[src/rtl/stream_buffer_ctrl_if.sv]
// stream_buffer_ctrl_if: handshake and data bundle between a stream source/sink and the buffer
interface stream_buffer_ctrl_if #(
    parameter int DATA_W = 8,
    parameter int CNT_W  = 5
);
    logic              ready;
    logic              mode;
    logic              in_valid;
    logic [DATA_W-1:0] data_in;
    logic              valid;
    logic [DATA_W-1:0] data_out;
    logic              done;
    logic              overflow;
    logic [CNT_W-1:0]  count;

    modport master (
        output ready, mode, in_valid, data_in,
        input  valid, data_out, done, overflow, count
    );

    modport slave (
        input  ready, mode, in_valid, data_in,
        output valid, data_out, done, overflow, count
    );
endinterface

[src/rtl/stream_buffer_ctrl.sv]
// stream_buffer_ctrl: capture a terminated byte stream, then replay it in FIFO or LIFO order
module stream_buffer_ctrl #(
    parameter int                DATA_W = 8,
    parameter int                DEPTH  = 16,
    parameter logic [DATA_W-1:0] TERM   = 8'h24,
    parameter int                CNT_W  = $clog2(DEPTH) + 1
) (
    input logic                clk,
    input logic                rst,
    stream_buffer_ctrl_if.slave bus
);
    localparam int PTR_W = $clog2(DEPTH);
    localparam logic [CNT_W-1:0] FULL = CNT_W'(DEPTH);

    typedef enum logic [1:0] {IDLE, FILL, DRAIN, DONE} state_t;

    state_t            state_q;
    logic              mode_q;
    logic              valid_q;
    logic              done_q;
    logic              overflow_q;
    logic [DATA_W-1:0] data_out_q;
    logic [CNT_W-1:0]  count_q;
    logic [PTR_W-1:0]  wr_ptr_q;
    logic [PTR_W-1:0]  rd_ptr_q;
    logic [DATA_W-1:0] mem_q [DEPTH];

    logic             is_term;
    logic             full;
    logic             wr_en;
    logic [PTR_W-1:0] pop_idx;

    assign is_term = bus.data_in == TERM;
    assign full    = count_q == FULL;
    assign wr_en   = state_q == FILL && bus.in_valid && !is_term && !full;
    assign pop_idx = mode_q ? wr_ptr_q - PTR_W'(1) : rd_ptr_q;

    assign bus.valid    = valid_q;
    assign bus.data_out = data_out_q;
    assign bus.done     = done_q;
    assign bus.overflow = overflow_q;
    assign bus.count    = count_q;

    // storage write; contents need no reset since count gates every read
    always_ff @(posedge clk) begin
        if (wr_en) mem_q[wr_ptr_q] <= bus.data_in;
    end

    // transaction FSM with registered outputs: IDLE -> FILL -> (DRAIN) -> DONE -> IDLE
    always_ff @(posedge clk or negedge rst) begin
        if (!rst) begin
            state_q    <= IDLE;
            mode_q     <= 1'b0;
            valid_q    <= 1'b0;
            done_q     <= 1'b0;
            overflow_q <= 1'b0;
            data_out_q <= '0;
            count_q    <= '0;
            wr_ptr_q   <= '0;
            rd_ptr_q   <= '0;
        end else begin
            case (state_q)
                IDLE: begin
                    valid_q  <= 1'b0;
                    done_q   <= 1'b0;
                    count_q  <= '0;
                    wr_ptr_q <= '0;
                    rd_ptr_q <= '0;
                    if (bus.ready) begin
                        mode_q     <= bus.mode;
                        overflow_q <= 1'b0;
                        state_q    <= FILL;
                    end
                end
                FILL: begin
                    if (bus.in_valid) begin
                        if (is_term) begin
                            state_q <= |count_q ? DRAIN : DONE;
                            done_q  <= ~|count_q;
                        end else if (!full) begin
                            wr_ptr_q <= wr_ptr_q + PTR_W'(1);
                            count_q  <= count_q + CNT_W'(1);
                        end else begin
                            overflow_q <= 1'b1;
                        end
                    end
                end
                DRAIN: begin
                    if (!(|count_q)) begin
                        state_q <= DONE;
                        valid_q <= 1'b0;
                        done_q  <= 1'b1;
                    end else if (bus.ready) begin
                        data_out_q <= mem_q[pop_idx];
                        valid_q    <= 1'b1;
                        count_q    <= count_q - CNT_W'(1);
                        if (mode_q) wr_ptr_q <= wr_ptr_q - PTR_W'(1);
                        else        rd_ptr_q <= rd_ptr_q + PTR_W'(1);
                    end else begin
                        valid_q <= 1'b0;
                    end
                end
                DONE: begin
                    done_q  <= 1'b0;
                    state_q <= IDLE;
                end
                default: state_q <= IDLE;
            endcase
        end
    end
endmodule

[src/flat_wrapper.sv]
// flat-port wrapper written by rule: the top's interface ports become plain ports
module stream_buffer_ctrl_flat 
#(
    parameter int                DATA_W = 8,
    parameter int                DEPTH  = 16,
    parameter logic [DATA_W-1:0] TERM   = 8'h24,
    parameter int                CNT_W  = $clog2(DEPTH) + 1
)
  (clk, rst, bus_ready, bus_mode, bus_in_valid, bus_data_in, bus_valid, bus_data_out, bus_done, bus_overflow, bus_count);
  stream_buffer_ctrl_if #(.DATA_W(DATA_W), .CNT_W(CNT_W)) bus_i ();
  input logic clk;
  input logic rst;
  input wire logic [$bits(bus_i.ready)-1:0] bus_ready;
  input wire logic [$bits(bus_i.mode)-1:0] bus_mode;
  input wire logic [$bits(bus_i.in_valid)-1:0] bus_in_valid;
  input wire logic [$bits(bus_i.data_in)-1:0] bus_data_in;
  output wire logic [$bits(bus_i.valid)-1:0] bus_valid;
  output wire logic [$bits(bus_i.data_out)-1:0] bus_data_out;
  output wire logic [$bits(bus_i.done)-1:0] bus_done;
  output wire logic [$bits(bus_i.overflow)-1:0] bus_overflow;
  output wire logic [$bits(bus_i.count)-1:0] bus_count;
  assign bus_i.ready = bus_ready;
  assign bus_i.mode = bus_mode;
  assign bus_i.in_valid = bus_in_valid;
  assign bus_i.data_in = bus_data_in;
  assign bus_valid = bus_i.valid;
  assign bus_data_out = bus_i.data_out;
  assign bus_done = bus_i.done;
  assign bus_overflow = bus_i.overflow;
  assign bus_count = bus_i.count;
  stream_buffer_ctrl #(.DATA_W(DATA_W), .DEPTH(DEPTH), .TERM(TERM), .CNT_W(CNT_W)) u_core (.clk(clk), .rst(rst), .bus(bus_i));
endmodule
[config.mk]
export PLATFORM = sky130hd
export DESIGN_NAME = stream_buffer_ctrl_flat
export DESIGN_NICKNAME = d
export VERILOG_FILES = /design/src/rtl/stream_buffer_ctrl_if.sv /design/src/rtl/stream_buffer_ctrl.sv /design/src/flat_wrapper.sv
export SDC_FILE = /design/constraint.sdc
export NUM_CORES = 1
export LEC_CHECK = 0
export BUFFER_PORTS_ARGS = -buffer_cell sky130_fd_sc_hd__buf_2
export CORE_MARGIN = 1
export CORE_UTILIZATION = 35
export DETAILED_ROUTE_END_ITERATION = 6
export GPL_ROUTABILITY_DRIVEN = 0
export PLACE_DENSITY = 0.59
export REMOVE_ABC_BUFFERS = 1
export SYNTH_ARGS = -nofsm -noshare
export SYNTH_HDL_FRONTEND = slang
export SYNTH_SLANG_ARGS = --single-unit
[constraint.sdc]
create_clock -name clk -period 2.87 [get_ports clk]
set_clock_uncertainty 0.05 [all_clocks]
set_input_delay 0.7175 -clock clk [delete_from_list [all_inputs] [get_ports clk]]
set_output_delay 0.7175 -clock clk [all_outputs]
set_load 0.005 [all_outputs]
==> results of run 1 <==
routing by layer:
metal / vias to the layer above / GRT usage [%] / share of wire, %
li1: 2393 / - / -
met4: 0 / 8.959 / 2.5
met3: 45 / 4.232 / 7.2
met2: 255 / 32.60 / 47
met1: 2702 / 27.26 / 43
met5: - / 0 / 0
logic make-up (layout without fill, tap and decap cells):
family	Yosys count	after routing	share of synthesized area, %
multiplexers	4	4	0.5889
AND/OR/NAND/NOR	181	181	11.19
buffers and inverters	51	124	2.962
XOR/XNOR	7	7	0.8744
adder cells (fa/ha/maj)	13	13	2.320
AO/OA/AOI/OAI	196	196	17.61
flip-flops	155	155	64.45
cells in the mapped netlist, types with 7 or more instances:
library cell  instances  area [um2]
edfxtp_1            128        3844
nor2_1               87       326.6
a21oi_1              67       335.3
nand2_1              53       198.9
o21ai_0              41       205.2
dfrtp_1              27       675.7
clkbuf_1             23       86.33
o211ai_1             20       150.1
a32oi_1              16       140.1
inv_1                14       52.55
ha_1                 13       162.7
o311ai_0             13       113.9
nor2b_1              10       62.56
o22ai_1              10       62.56
nor3_1                9       45.04
buf_2                 7       35.03
area by class of cell:
cell class	instances	area (um2)	share of cell area (%)
clock buffers	17	425.4	5.129
clock inverters	15	137.6	1.659
inverters	14	52.55	0.6336
multi-input cells	401	2300	27.73
flip-flops and latches	155	4519	54.49
well taps	265	331.6	3.998
repair buffers	78	528.0	6.366
flip-flops by register name, summed over array words and instances, names as in the netlist:
register,flops
u_core.bus.count,5
u_core.bus.data_out,8
u_core.bus.done,1
u_core.bus.overflow,1
u_core.bus.valid,1
u_core.mem_q,128
u_core.mode_q,1
u_core.rd_ptr_q,4
u_core.state_q,2
u_core.wr_ptr_q,4
worst max-delay path by stage:
stage | from | to | slack (ps) | cells after the start
2_1_floorplan | u_core.wr_ptr_q[0] | u_core.bus.data_out[5] | -500 | 8
3_3_place_gp | bus_data_in[2] | u_core.mem_q[0][4] | -100 | 6
3_5_place_dp | bus_data_in[2] | u_core.mem_q[1][6] | -270 | 6
4_1_cts | bus_data_in[2] | u_core.mem_q[1][5] | 170 | 6
5_1_grt | bus_data_in[2] | u_core.mem_q[2][6] | 40 | 6
6_report | bus_data_in[2] | u_core.mem_q[1][2] | 170 | 6
metrics by stage:
step,setup slack [ps],instances
after floorplan,-501.4,570
after global placement,-102.5,913
after detailed placement,-266.3,913
after CTS,166.4,945
after global routing,39.24,945
final,174.0,945
where the power goes:
part	internal (mW)	leakage, nW	total (mW)	switching, mW
sequential	2.61	1.51	2.77	0.156
clock	1.21	0.273	2.15	0.941
combinational	1.27	1.16	3.61	2.34
worst max-delay path: stages:
cell and delay (ps):
buf_2 130, nor4b_1 210, a221o_1 350, nor2_1 220, nand2_1 190, nor3_1 870
==> summary.md, run 1 <==
| Metric | Value |
|---|---|
| Status | `finished clean` |
| Row Count | `approximately 50` |
| ANT nets after route | `0` |
| Yosys cell types | `45` |
| Min cycle time layout | `2696 ps` |
| Initial DRT Pass Iterations | `5` |
| Die width | `around 140 um` |
| HPWL after detailed placement | `around 14000 um` |
| Most frequent cells in the layout | `edfxtp_1, nor2_1, a21oi_1, nand2_1, buf_4` |
| H-tree levels | `4` |
| Worst-Margin Slew | `around 1100 ps` |
| CTS Sinks | `around 160` |
| Fin area | `8294 um2` |
| Core ar. | `a little under 20000 um2` |
| CTS Hold Bufs | `0` |
| Largest net degree at the start of global routing | `33` |
| Clock transition at the registers of the reported paths | `roughly 60 ps` |
| Final setup vio count | `0` |
| Total power | `about 8.5 mW` |
| Setup bufs post-CTS | `0` |
| Final Hold Fails | `0` |
| Antenna diodes | `0` |
| Commonest non-fill, non-tap cell in the layout | `edfxtp_1` |
| Asr flop ratio synth | `approximately 17%` |
| Hold Path Class | `primary input to async pin` |
| CTS Buffer Depth | `2` |
| Syn Inst Count | `607` |
| Fillers | `about 1900` |
| DRC Markers | `0` |
| CP Data Required Time | `approximately 2900 ps` |
| Number of antenna violations at the first check in global routing | `0` |
| WHS | `around 300 ps` |
| Area Overhead vs Synth | `18.29%` |
| RSZ-0062 raised after global routing | `false` |
| #FFs+latches synth | `between 150 and 200` |
| Initial core utilization | `between 30% and 40%` |
| Worst-path fanout max | `8` |
| Max-Cap Viols | `0` |
| Die Ht | `between 100 and 150 um` |
| Crit share post-route | `around 94%` |
| Slew Limit Fails | `0` |
| Setup tns final | `0 ps` |
| I/O pin count | `29` |
| Initial DRC count | `about 650` |
| Crit path DAT | `approximately 2700 ps` |
| Post-layout util | `approximately 42%` |
| Vias | `between 5000 and 6000` |
| Critical path type | `primary input to flop` |
| Via-to-Cell Ratio | `approximately 5.7` |
| Slew headroom | `between 20% and 30%` |
| GR Util All Layers | `20.56%` |
| Vias in the first global route | `~5300` |
| Ys Warns | `0` |
| R2R setup slack | `roughly 180 ps` |
| Crit Reg-Reg Startpoint | `u_core.bus.count[0]` |
| Port Buffer Count | `28` |
| RR Endpoint | `u_core.bus.data_out[6]` |
| Mapped cell area | `7012 um2` |
| Total CTS buffers | `17` |
| Drt wl/cell | `approximately 21 um` |
| CTS tree | `built` |
| Avg Cell Area, Syn | `approximately 12 um2` |
| Max VDD drop | `0.5447 mV` |
| Crit path launch type | `primary input` |
| Worst-skew pair later-pin latency | `420 ps` |
| Global-route wire length before repair | `30440 um` |
| Post-CTS Resized | `1` |
| Top_reg_cell synth | `edfxtp_1` |
| Share of cells above drive strength 1 | `17.21%` |
| Root buf cell | `clkbuf_16` |
| Post-synthesis sequential area ratio | `between 60 and 70%` |
| Placed inst area | `between 7000 and 8000 um2` |
| Worst r2r path cells | `6` |
| Final nets | `approximately 690` |
| CP Capture Type | `flop` |
| Number of synthesized flops with an enable pin | `around 130` |
| Total gr overflow | `0` |
| Lkg Pwr | `2.942 nW` |
| P per Cell Area | `roughly 1000 nW/um2` |
| Die ar. | `a little over 20000 um2` |
| Fmax | `370.9 MHz` |
| Final wirelength | `about 20000 um` |
Note: power is estimated with default switching activity, not from simulation.
==> run 2: changes to the inputs <==
--- a/config.mk
+++ b/config.mk
@@ -9,7 +9,7 @@
 export CORE_MARGIN = 1
 export CORE_UTILIZATION = 35
 export DETAILED_ROUTE_END_ITERATION = 6
-export GPL_ROUTABILITY_DRIVEN = 0
+export MAX_ROUTING_LAYER = met4
 export PLACE_DENSITY = 0.59
 export REMOVE_ABC_BUFFERS = 1
 export SYNTH_ARGS = -nofsm -noshare
==> run 2 against run 1 <==
Worst setup slack barely moved. Final cell count did not move. Largest cell class unchanged. The flow now finishes with violations (design-rule violations). Highest routed layer unchanged. Fmax barely moved. Sequential power barely moved. Sequential cell count did not move.
==> summary.md, run 2 (synthesized netlist as in run 1, its figures left out) <==
| Metric | Value |
|---|---|
| Status | `finished, violations left` |
| Failing checks | `design-rule violations` |
| Max reg flops | `128 (unchanged)` |
| CP Data Required Time | `2860 ps (about the same)` |
| Lkg Pwr | `2.942 nW (unchanged)` |
| CTS Buffer Depth | `2 (unchanged)` |
| Final wirelength | `20090 um (+0.29%)` |
| Crit path launch type | `primary input` |
| Cells after DPL | `913 (unchanged)` |
| HPWL after detailed placement | `13910 um (unchanged)` |
| Initial DRT Pass Iterations | `7 (+2)` |
| CP Capture Type | `flop` |
| Drt wl/cell | `21.26 um (+0.29%)` |
| CP startpoint | `bus_data_in[2]` |
| Min cycle time layout | `2696 ps (+0.04200 ps)` |
| Met2 wire length | `9477 um (+0.72%)` |
| Worst path cell trace | `buf_2 > nor4b_1 > a221o_1 > nor2_1 > nand2_1 > nor3_1` |
| Vias in the first global route | `5242 (-0.15%)` |
| Biggest register | `u_core.mem_q` |
| Largest net degree at the start of global routing | `33 (unchanged)` |
| Number of antenna violations at the first check in global routing | `0 (unchanged)` |
| Max-Cap Viols | `0 (unchanged)` |
| Met1 WL | `8500 um (-2.1%)` |
| Crit path DAT | `2690 ps (about the same)` |
| Port Buffer Count | `28 (unchanged)` |
| Critical path type | `primary input to flop` |
| Setup bufs post-CTS | `0 (unchanged)` |
| Die Ht | `143.5 um (unchanged)` |
| CP max stage cell | `nor3_1` |
| Worst path top cell family by delay | `simple AND/OR/NAND/NOR gates` |
| Commonest non-fill, non-tap cell in the layout | `edfxtp_1` |
| Fillers | `1854 (unchanged)` |
| ANT nets after route | `0 (unchanged)` |
| DRC Markers | `5 (+5)` |
| Worst-path fanout max | `8 (unchanged)` |
| Post-CTS Resized | `1 (unchanged)` |
| Top routing layer in use | `met4` |
| P per Cell Area | `1029 nW/um2 (+0.15%)` |
| Worst-skew pair later-pin latency | `430 ps (about the same)` |
| Crit share post-route | `93.94% (about the same)` |
| CP Buf/Inv Count | `1 (unchanged)` |
| H-tree levels | `4 (unchanged)` |
| Final setup vio count | `0 (unchanged)` |
| Slew Limit Fails | `0 (unchanged)` |
| Row Count | `51 (unchanged)` |
| Slew headroom | `26.09% (-0.19 points)` |
| Final Hold Fails | `0 (unchanged)` |
| CTS Sinks | `155 (unchanged)` |
| Share of cells above drive strength 1 | `17.21% (unchanged)` |
| RSZ-0062 raised after global routing | `false` |
| Vias | `5388 (-0.13%)` |
| Non-filler cells, final | `945 (unchanged)` |
| Final nets | `693 (unchanged)` |
| Global-route wire length before repair | `30470 um (about the same)` |
| Die width | `143.5 um (unchanged)` |
| Antenna diodes | `0 (unchanged)` |
| I/O pin count | `29 (unchanged)` |
| Most frequent cells in the layout | `edfxtp_1, nor2_1, a21oi_1, nand2_1, buf_4` |
| Total gr overflow | `0 (unchanged)` |
| GPL Wtd Cong | `0.9274` |
| Total CTS buffers | `17 (unchanged)` |
| Initial core utilization | `35.91% (unchanged)` |
| Worst-Margin Slew | `1100 ps (+2.812 ps)` |
| Metal3 WL | `1645 um (+14%)` |
| Largest stage delay on the critical path | `870 ps (about the same)` |
| Hold Path Class | `primary input to async pin` |
| Root buf cell | `clkbuf_16` |
| CTS tree | `built` |
| Area Overhead vs Synth | `18.29% (unchanged)` |
| WHS | `296.0 ps (-0.8100 ps)` |
| Fmax | `370.9 MHz (about the same)` |
| Initial DRC count | `693 (+6.0%)` |
| Via-to-Cell Ratio | `5.702 (-0.13%)` |
| Max VDD drop | `0.5478 mV (+0.57%)` |
| Die ar. | `20600 um2 (unchanged)` |
| Crit Reg-Reg Startpoint | `u_core.bus.count[0]` |
| Core ar. | `19530 um2 (unchanged)` |
| CTS Hold Bufs | `0 (unchanged)` |
| Clock transition at the registers of the reported paths | `60 ps (about the same)` |
| GR Util All Layers | `21.22% (+0.65 points)` |
==> run 2: cell counts in the layout (fill, tap and decap cells not counted) <==
Identical to the previous run, type by type.
==> run 2: final timing paths <==
| check | endpoint | slack (ps) | depth (start not counted) |
|---|---|---|---|
| min in group clk | u_core.bus.valid | 460 | 2 |
| min | u_core.bus.done | 300 | 1 |
| min reg2reg | u_core.bus.valid | 460 | 2 |
| max in group asynchronous | u_core.bus.data_out[7] | 2000 | 1 |
| max reg2reg | u_core.mem_q[1][2] | 190 | 5 |
| max | u_core.mem_q[1][2] | 170 | 6 |
==> run 2: area by class of cell <==
cell class | count | area, um2 | share of cell area (%)
sequential | 155 | 4519 | 54.49
multi-input combinational | 401 | 2300 | 27.73
timing repair buffer | 78 | 528.0 | 6.366
clock buffer | 17 | 425.4 | 5.129
tap | 265 | 331.6 | 3.998
clock inverter | 15 | 137.6 | 1.659
inverter | 14 | 52.55 | 0.6336
==> run 2: power by group <==
group	internal (mW)	total (mW)	leakage (nW)	switching, mW
Clock	1.21	2.15	0.273	0.948
Combinational	1.27	3.61	1.16	2.35
Sequential	2.61	2.77	1.51	0.154
==> run 2: layer usage <==
metal	vias to the layer above	global-route usage [%]
met4	0	8.959
met3	40	4.232
li1	2400	-
met2	287	32.63
met1	2661	27.35
met5	-	-
==> run 2: per-stage QoR <==
step | area, um2 | utilization, % | setup TNS (ps) | setup WS [ps] | total power [mW]
3_5_place_dp | 7726 | 39.57 | -13460 | -266.3 | 6.333
4_1_cts | 8294 | 42.48 | 0 | 166.4 | 8.477
6_report | 8294 | 42.48 | 0 | 173.9 | 8.535
5_1_grt | 8294 | 42.48 | 0 | 39.45 | 9.006
3_3_place_gp | 7726 | 39.57 | -4094 | -102.5 | 6.277
2_1_floorplan | 6857 | - | -3561 | -501.4 | 4.885
==> run 3: changes to the inputs <==
--- a/config.mk
+++ b/config.mk
@@ -10,7 +10,6 @@
 export CORE_UTILIZATION = 35
 export DETAILED_ROUTE_END_ITERATION = 6
 export MAX_ROUTING_LAYER = met4
-export PLACE_DENSITY = 0.59
 export REMOVE_ABC_BUFFERS = 1
 export SYNTH_ARGS = -nofsm -noshare
 export SYNTH_HDL_FRONTEND = slang
==> run 3 against run 2 <==
The flow now finishes without violations. Sequential power about the same. Largest power group unchanged. Global-route usage fell by 0.98 points. Critical endpoint is now u_core.bus.data_out[0]. Highest routed layer unchanged. Worst setup slack lost 95 ps. Hold slack better by 3.0 ps. Critical path depth grew 1. Sequential cell count unchanged. Design area is 0.20% higher. Clock power about the same. First-iteration DRC count fell by 17%.
==> summary.md, run 3 (synthesized netlist as in run 1, its figures left out) <==
| Metric | Value |
|---|---|
| Status | `finished clean` |
| I/O pin count | `29 (unchanged)` |
| WHS | `299.1 ps (+3.043 ps)` |
| Total gr overflow | `0 (unchanged)` |
| Slew headroom | `28.85% (+2.8 points)` |
| Slew Limit Fails | `0 (unchanged)` |
| Die ar. | `20600 um2 (unchanged)` |
| Register area | `4521 um2 (about the same)` |
| Clock transition at the registers of the reported paths | `70 ps (about the same)` |
| Area Overhead vs Synth | `18.52%` |
| Die Ht | `143.5 um (unchanged)` |
| P per Cell Area | `1015 nW/um2 (-1.4%)` |
| Total power | `8.432 mW (-1.2%)` |
| Crit share post-route | `97.26% (+3.3 points)` |
| Worst slack, placed | `-312.6 ps (-46.22 ps)` |
| Global-route wire length before repair | `29000 um (-4.8%)` |
| Critical path type | `flop to flop` |
| Lkg Pwr | `2.941 nW (about the same)` |
| Commonest non-fill, non-tap cell in the layout | `edfxtp_1` |
| Fmax | `358.2 MHz (-3.4%)` |
| Most frequent cells in the layout | `edfxtp_1, nor2_1, a21oi_1, nand2_1, buf_4` |
| Vias in the first global route | `4970 (-5.2%)` |
| Worst-skew pair later-pin latency | `420 ps (about the same)` |
| GPL Wtd Cong | `0.8523 (-8.1%)` |
| CTS Sinks | `155 (unchanged)` |
| Fillers | `1880 (+1.4%)` |
| Antenna diodes | `0 (unchanged)` |
| Share of cells above drive strength 1 | `17.26% (+0.051 points)` |
| CP Data Required Time | `3160 ps (+300 ps)` |
| Hold Path Class | `primary input to async pin` |
| Max-Cap Viols | `0 (unchanged)` |
| Crit Reg-Reg Startpoint | `u_core.wr_ptr_q[1]` |
| Die width | `143.5 um (unchanged)` |
| Worst-path fanout max | `8 (unchanged)` |
| Max VDD drop | `0.4327 mV (-21%)` |
| Row Count | `51 (unchanged)` |
| RSZ-0062 raised after global routing | `false` |
| H-tree levels | `4 (unchanged)` |
| RR Endpoint | `u_core.bus.data_out[0]` |
| Root buf cell | `clkbuf_16` |
| Post-layout util | `42.56% (+0.083 points)` |
| Final Hold Fails | `0 (unchanged)` |
| R2R setup slack | `80 ps (-110 ps)` |
| Crit path launch type | `flop` |
| Via-to-Cell Ratio | `5.575 (-2.2%)` |
| Max reg flops | `128 (unchanged)` |
| Initial DRT Pass Iterations | `5 (-2)` |
| Setup bufs post-CTS | `0 (unchanged)` |
| Final wirelength | `19260 um (-4.2%)` |
| Multi-input gate area | `2305 um2 (+0.22%)` |
| Post-CTS Resized | `1 (unchanged)` |
| Biggest register | `u_core.mem_q` |
| Total CTS buffers | `17 (unchanged)` |
| HPWL after detailed placement | `12980 um (-6.7%)` |
| DRC Markers | `0 (-5)` |
| CP Capture Type | `flop` |
| Worst r2r path cells | `7 (+2)` |
| Worst-Margin Slew | `1059 ps (-41.05 ps)` |
| ANT nets after route | `0 (unchanged)` |
| Largest net degree at the start of global routing | `28 (-15%)` |
| Final nets | `691 (-0.29%)` |
| GR Util All Layers | `20.24% (-0.98 points)` |
| Min cycle time layout | `2791 ps (+95.35 ps)` |
| Port Buffer Count | `28 (unchanged)` |
| Initial core utilization | `35.91% (unchanged)` |
| Crit path DAT | `3080 ps (+390 ps)` |
| Drt wl/cell | `20.42 um (-4.0%)` |
| CTS Hold Bufs | `0 (unchanged)` |
| Initial DRC count | `572 (-17%)` |
| Number of antenna violations at the first check in global routing | `0 (unchanged)` |
| CTS tree | `built` |
| Final worst setup slack | `78.60 ps (-95.35 ps)` |
| Vias | `5257 (-2.4%)` |
| CTS Buffer Depth | `2 (unchanged)` |
| Final setup vio count | `0 (unchanged)` |
| Core ar. | `19530 um2 (unchanged)` |
| Setup tns final | `0 ps (unchanged)` |
-- run 3: changes by cell type in the layout (fill, tap and decap cells not counted) --
| cell | delta |
|---|---|
| nor3_2 | +1 |
| dfrtp_2 | +1 |
| buf_4 | -3 |
| inv_6 | +1 |
| dfrtp_1 | -1 |
| o311ai_0 | -1 |
| o311ai_1 | +1 |
| clkinv_1 | -1 |
| clkbuf_1 | +1 |
| clkinv_2 | -2 |
| clkbuf_8 | +1 |
| nor3_1 | -1 |
| buf_12 | +1 |
-- run 3: how the worst max path moves through the flow --
| stage | startpoint | to | slack, ps | cells after the start |
|---|---|---|---|---|
| after floorplan | u_core.wr_ptr_q[0] | u_core.bus.data_out[5] | -500 | 8 |
| after global placement | bus_data_in[2] | u_core.mem_q[0][3] | -150 | 6 |
| after detailed placement | bus_data_in[2] | u_core.mem_q[0][1] | -310 | 6 |
| after CTS | u_core.wr_ptr_q[0] | u_core.bus.data_out[0] | 100 | 7 |
| after global routing | u_core.wr_ptr_q[1] | u_core.bus.data_out[7] | 20 | 9 |
| final | u_core.wr_ptr_q[1] | u_core.bus.data_out[0] | 80 | 7 |
-- run 3: worst max-delay path, cell delays in order (launching register included) --
cell      delay [ps]
dfrtp_1          530
inv_1            140
ha_1             210
xor2_1           160
mux2i_1          370
nor3b_2          620
o311ai_0         420
o211ai_1         200
-- run 3: area by class of cell --
cell class                      count  area share [%]
Timing Repair Buffer               76           6.323
Tap cell                          265           3.990
Clock buffer                       19           5.330
Clock inverter                     13           1.596
Sequential cell                   155           54.40
Multi-Input combinational cell    401           27.73
Inverter                           14          0.6323
-- run 3: metrics by stage --
stage,instances,area [um2]
floorplan,570,6857
global placement,911,7724
detailed placement,911,7724
finish,943,8310
global route,943,8310
CTS,943,8304
-- run 3: report_power, final --
group	total (mW)	internal, mW	switching (mW)	leakage [nW]
combinational	3.50	1.23	2.26	1.16
sequential	2.77	2.62	0.154	1.50
clock	2.17	1.24	0.928	0.276
total	8.43	5.09	3.34	2.94
-- run 3: metal layers --
metal	vias to the layer above	part of all wire, %	track usage [%]
met2	217	47	30.84
li1	2395	-	-
met3	42	6.2	3.466
met4	0	3.3	10.19
met5	-	0	-
met1	2603	44	26.04
